**config.mk**
```make
export PLATFORM = sky130hd
export DESIGN_NAME = cam_pixel_capture
export DESIGN_NICKNAME = d
export VERILOG_FILES = /design/src/rtl/cam_pixel_capture.sv
export SDC_FILE = /design/constraint.sdc
export NUM_CORES = 1
export LEC_CHECK = 0
export CAP_MARGIN = 20
export CORE_ASPECT_RATIO = 0.8
export CORE_MARGIN = 10
export CORE_UTILIZATION = 25
export DETAILED_ROUTE_END_ITERATION = 10
export PLACE_DENSITY = 0.53
export SLEW_MARGIN = 10
export SYNTH_ARGS = -nofsm -noshare
export SYNTH_HDL_FRONTEND = slang
export SYNTH_SLANG_ARGS = --single-unit
```
**constraint.sdc**
```tcl
create_clock -name cam_clk -period 2.5 [get_ports cam_clk]
set_clock_uncertainty 0.05 [all_clocks]
set_input_delay 0.375 -clock cam_clk [delete_from_list [all_inputs] [get_ports cam_clk]]
set_output_delay 0.375 -clock cam_clk [all_outputs]
set_load 0.05 [all_outputs]
```
**src/rtl/cam_pixel_capture.sv**
```systemverilog
// Captures RGB444 pixels (two bytes each) from a DVP-style camera and emits
// frame-buffer writes, with line/frame geometry checking and sticky error flags.
module cam_pixel_capture #(
  parameter int H_PIXELS = 640,
  parameter int V_LINES  = 480,
  parameter int ADDR_W   = 19
) (
  input  logic              cam_clk,
  input  logic              rstn,
  input  logic              enable,
  input  logic              err_clr,
  input  logic              cam_vsync,
  input  logic              cam_href,
  input  logic [7:0]        cam_data,
  output logic              wr_en,
  output logic [ADDR_W-1:0] wr_addr,
  output logic [11:0]       wr_data,
  output logic              frame_done,
  output logic              busy,
  output logic              line_err,
  output logic              frame_err,
  output logic [1:0]        dbg_state
);

  typedef enum logic [1:0] {IDLE = 2'd0, WAIT_VS = 2'd1, ACTIVE = 2'd2} state_t;

  localparam int              PIX_W     = $clog2(H_PIXELS + 1) + 1;
  localparam logic [ADDR_W:0] TOTAL     = (ADDR_W + 1)'(H_PIXELS * V_LINES);
  localparam logic [9:0]      LINES_EXP = 10'(V_LINES);
  localparam logic [PIX_W-1:0] PIX_EXP  = PIX_W'(H_PIXELS);

  state_t            state, state_nxt;
  logic              vs1, hr1, vs2, hr2;
  logic [7:0]        d1;
  logic              phase;
  logic [3:0]        r_lat;
  logic              pix_vld;
  logic [11:0]       pix;
  logic [PIX_W-1:0]  pix_cnt;
  logic [9:0]        line_cnt, line_cnt_nxt;
  logic              busy_d, frame_done_d;

  logic vs_fall, vs_rise, hr_rise, hr_fall;
  logic active, start, frame_end, line_end, line_bad, frame_bad, pix_form, overflow;

  // Stage s1 plus one delayed copy of the sync lines for edge detection.
  always_ff @(posedge cam_clk or negedge rstn) begin
    if (!rstn) begin
      vs1 <= 1'b0;
      hr1 <= 1'b0;
      d1  <= '0;
      vs2 <= 1'b0;
      hr2 <= 1'b0;
    end else begin
      vs1 <= cam_vsync;
      hr1 <= cam_href;
      d1  <= cam_data;
      vs2 <= vs1;
      hr2 <= hr1;
    end
  end

  assign vs_fall   = vs2 & ~vs1;
  assign vs_rise   = ~vs2 & vs1;
  assign hr_rise   = hr1 & ~hr2;
  assign hr_fall   = ~hr1 & hr2;
  assign active    = (state == ACTIVE);
  assign start     = (state == WAIT_VS) && (state_nxt == ACTIVE);
  assign frame_end = active & vs_rise;
  assign line_end  = active & hr_fall;
  assign line_bad  = line_end & ((pix_cnt != PIX_EXP) | phase);
  assign pix_form  = active & hr1 & phase;
  assign overflow  = pix_vld & ({1'b0, wr_addr} >= TOTAL);

  // A line ending together with the frame is counted before the frame check.
  assign line_cnt_nxt = (line_end && line_cnt != 10'd1023) ? line_cnt + 10'd1 : line_cnt;
  assign frame_bad    = frame_end & (line_cnt_nxt != LINES_EXP);

  always_ff @(posedge cam_clk or negedge rstn) begin
    if (!rstn) state <= IDLE;
    else       state <= state_nxt;
  end

  always_comb begin
    state_nxt = state;
    case (state)
      IDLE:    if (enable) state_nxt = WAIT_VS;
      WAIT_VS: begin
        if (!enable)      state_nxt = IDLE;
        else if (vs_fall) state_nxt = ACTIVE;
      end
      ACTIVE:  if (vs_rise) state_nxt = enable ? WAIT_VS : IDLE;
      default: state_nxt = IDLE;
    endcase
  end

  always_comb begin
    busy_d       = (state_nxt == ACTIVE);
    frame_done_d = frame_end;
  end

  assign dbg_state = state;

  // Byte assembly: phase 0 holds red, phase 1 completes the pixel.
  always_ff @(posedge cam_clk or negedge rstn) begin
    if (!rstn) begin
      phase    <= 1'b0;
      r_lat    <= '0;
      pix_vld  <= 1'b0;
      pix      <= '0;
      pix_cnt  <= '0;
      line_cnt <= '0;
    end else begin
      if (!hr1)        phase <= 1'b0;
      else if (active) phase <= ~phase;
      if (active && hr1 && !phase) r_lat <= d1[3:0];
      pix_vld <= pix_form;
      if (pix_form) pix <= {r_lat, d1};
      if (start)                                  pix_cnt <= '0;
      else if (active && hr_rise)                 pix_cnt <= '0;
      else if (pix_form && pix_cnt != '1)         pix_cnt <= pix_cnt + PIX_W'(1);
      if (start) line_cnt <= '0;
      else       line_cnt <= line_cnt_nxt;
    end
  end

  // wr_en is a pure strobe (no back-pressure): wr_addr/wr_data are valid only
  // in the cycle wr_en is high, and wr_addr advances the following cycle.
  always_ff @(posedge cam_clk or negedge rstn) begin
    if (!rstn) begin
      wr_en      <= 1'b0;
      wr_addr    <= '0;
      wr_data    <= '0;
      frame_done <= 1'b0;
      busy       <= 1'b0;
      line_err   <= 1'b0;
      frame_err  <= 1'b0;
    end else begin
      wr_en <= pix_vld & ~overflow;
      if (pix_vld && !overflow) wr_data <= pix;
      if (start)      wr_addr <= '0;
      else if (wr_en) wr_addr <= wr_addr + ADDR_W'(1);
      frame_done <= frame_done_d;
      busy       <= busy_d;
      if (line_bad)     line_err <= 1'b1;
      else if (err_clr) line_err <= 1'b0;
      if (frame_bad || overflow) frame_err <= 1'b1;
      else if (err_clr)          frame_err <= 1'b0;
    end
  end

endmodule

```
==> qor.yml <==
vias: 2765
core_um2: 15650
antenna_found_initial: 0
critPathKind: "register to primary output"
yosys_warnings: 0
dr.pass1.iters: 4
die_area_um2: 21280
clk_pin_slew_ns: 0.07
hpwl_mm: 6.138
start_kind: "register"
cp-end-kind: "primary output"
hold_viol: 8
first_iter_violations: 173
syn_to_final_growth_pct: 27.27
start_util_pct: 25.28
post-route-period-util_pct: 86.64
fin_nets: 443
required_ns: 2.08
timing.hold.ws_ns: -0.01505
synth.avg_cell_area_um2: 10.87
clock.fmax_mhz: 461.7
die-width_um: 160.6
die_y_um: 132.5
grt_max_degree: 45
grt_pass1_wl_mm: 14.86
grt_pass1_vias: 2887
clock_path_buffers: 2
min_period_ns: 2.166
cp.depth: 1
slowest_delay_ns: 0.88
clk_latency_ns: 0.34
path_delay_family: "buffers and inverters"
synth.ff_latch_count: 89
post_cts_resized: 0
path_buf_inv: 1
ys_types: 46
synth_common_cells: "dfrtp_1, nand2_1, nor2_1, xor2_1, mux2_2"
power_density_nw_per_um2: 731.5
insertedDiodeCount: 0
cts_tree: "built"
worst_pin_slew_ns: 0.5884
port_buffers: 51
ios: 52
placed_cells: 628
synthTopCellsByArea: "dfrtp_1, nand2_1, nor2_1"
drv_slew: 0
cp.arrival_ns: 1.74
setup_viol: 0
synth_top_area_share_pct: 56.31
rsz0062_at_grt: "no"
vias_per_cell: 4.300
ys_seq_area_share_pct: 56.31
relSlewSlack_pct: 60.77
synth_top_area_cell: "dfrtp_1"
violations: "hold timing"
yosysMostFrequentCell: "dfrtp_1"
holdBufCountCts: 0
syn-num-nets: 383
synthArstFlopShare_pct: 100.0
crit_slowest_cell: "clkdlybuf4s50_1"
htreeDepth: 3
postRouteAntennaNets: 0
drc_errors: 0
leakage_uw: 0.002203
postCtsSetupBuffers: 0
track_usage_pct: 8.482
synth_edf_count: 0
grt.overflow.total: 0
hold_path_class: "input port to asynchronous set/reset pin"
reg2reg_depth: 6
cap_violations: 0
routedWlPerCell_um: 13.40
path_cells: "clkdlybuf4s50_1"
synthFlopType: "dfrtp_1"
ir_drop_mv: 0.3682
num_rows: 41
fin_cells: 643
run_status: "complete, but fails checks"
drive_gt1_share_pct: 13.08
worstPathMaxFanout: 10
cts_root_buf: "clkbuf_16"
finalSetupTns_ns: 0
syn_area_um2: 3955
netlist_instances: 364
cts_sinks: 89
routed_wl_mm: 8.616
cts_made_buffers: 9
nFillCells: 1595
place_congestion: 0.8380
-- per-stage QoR --
step	setup WS (ns)	power [uW]	instance area, um2	util (%)
6_report	0.3341	3682	5034	32.17
3_3_place_gp	0.5125	2344	4736	30.27
4_1_cts	0.2928	3740	5034	32.17
5_1_grt	0.2523	3884	5034	32.17
2_1_floorplan	0.4533	2120	3955	-
3_5_place_dp	0.4732	2356	4736	30.27
-- kinds of logic (layout without fill, tap and decap cells) --
family / after synthesis / after routing / share of synthesized area, %
compound gates: 28 / 28 / 5.410
xor+xnor: 31 / 31 / 6.865
fa+ha+maj: 5 / 5 / 1.582
buf+inv: 22 / 86 / 2.879
flops: 89 / 89 / 56.31
mux: 21 / 21 / 5.853
simple gates: 168 / 168 / 21.10
-- registers in the layout, indices dropped and copies added, names as in the netlist, 2 cells and up --
signal     count
r_lat          4
wr_data       12
line_cnt      10
dbg_state      2
wr_addr       19
d1             8
pix_cnt       11
pix           12
-- routing by layer --
layer  GRT usage [%]  vias to the layer above  share of wire, %
met4           1.884                        0              0.65
met3           3.627                        5               5.7
met1           10.83                     1359                47
met5               0                        -                 0
met2           12.99                       55                46
li1                -                     1346                 -
-- area by class of cell --
type                    instances  area, um2  share of cell area (%)
multi-input cells             253       1614                   32.07
well taps                     215      269.0                   5.344
clock buffers                  13      260.3                   5.170
flip-flops and latches         89       2227                   44.25
repair buffers                 62      590.6                   11.73
clock inverters                 2      37.54                  0.7457
inverters                       9      35.03                  0.6960
-- power by group --
part	internal [uW]	switching [uW]
logic	233	357
registers	1580	154
clock network	825	535
-- final timing paths --
path	from	endpoint	slack, ns
setup / recovery	dbg_state[1]	dbg_state[1]	0.33
hold / removal	rstn	line_cnt[4]	-0.02
setup reg to reg	line_cnt[0]	line_cnt[5]	0.46
hold reg to reg	vs1	vs2	0.36
max in group asynchronous	rstn	wr_addr[0]	1.71
min in group cam_clk	vs1	vs2	0.36
-- cells in the final DEF (no fill, tap or decap), drive strengths merged, types with 8 or more instances in the layout --
cell            n
nand3          12
buf            12
nor2           49
nand4          11
xor2           17
inv             8
xnor2          14
dfrtp          89
nand2          59
clkbuf         13
mux2           17
clkdlybuf4s50  50
nor3           10
Note: power is estimated with default switching activity, not from simulation.
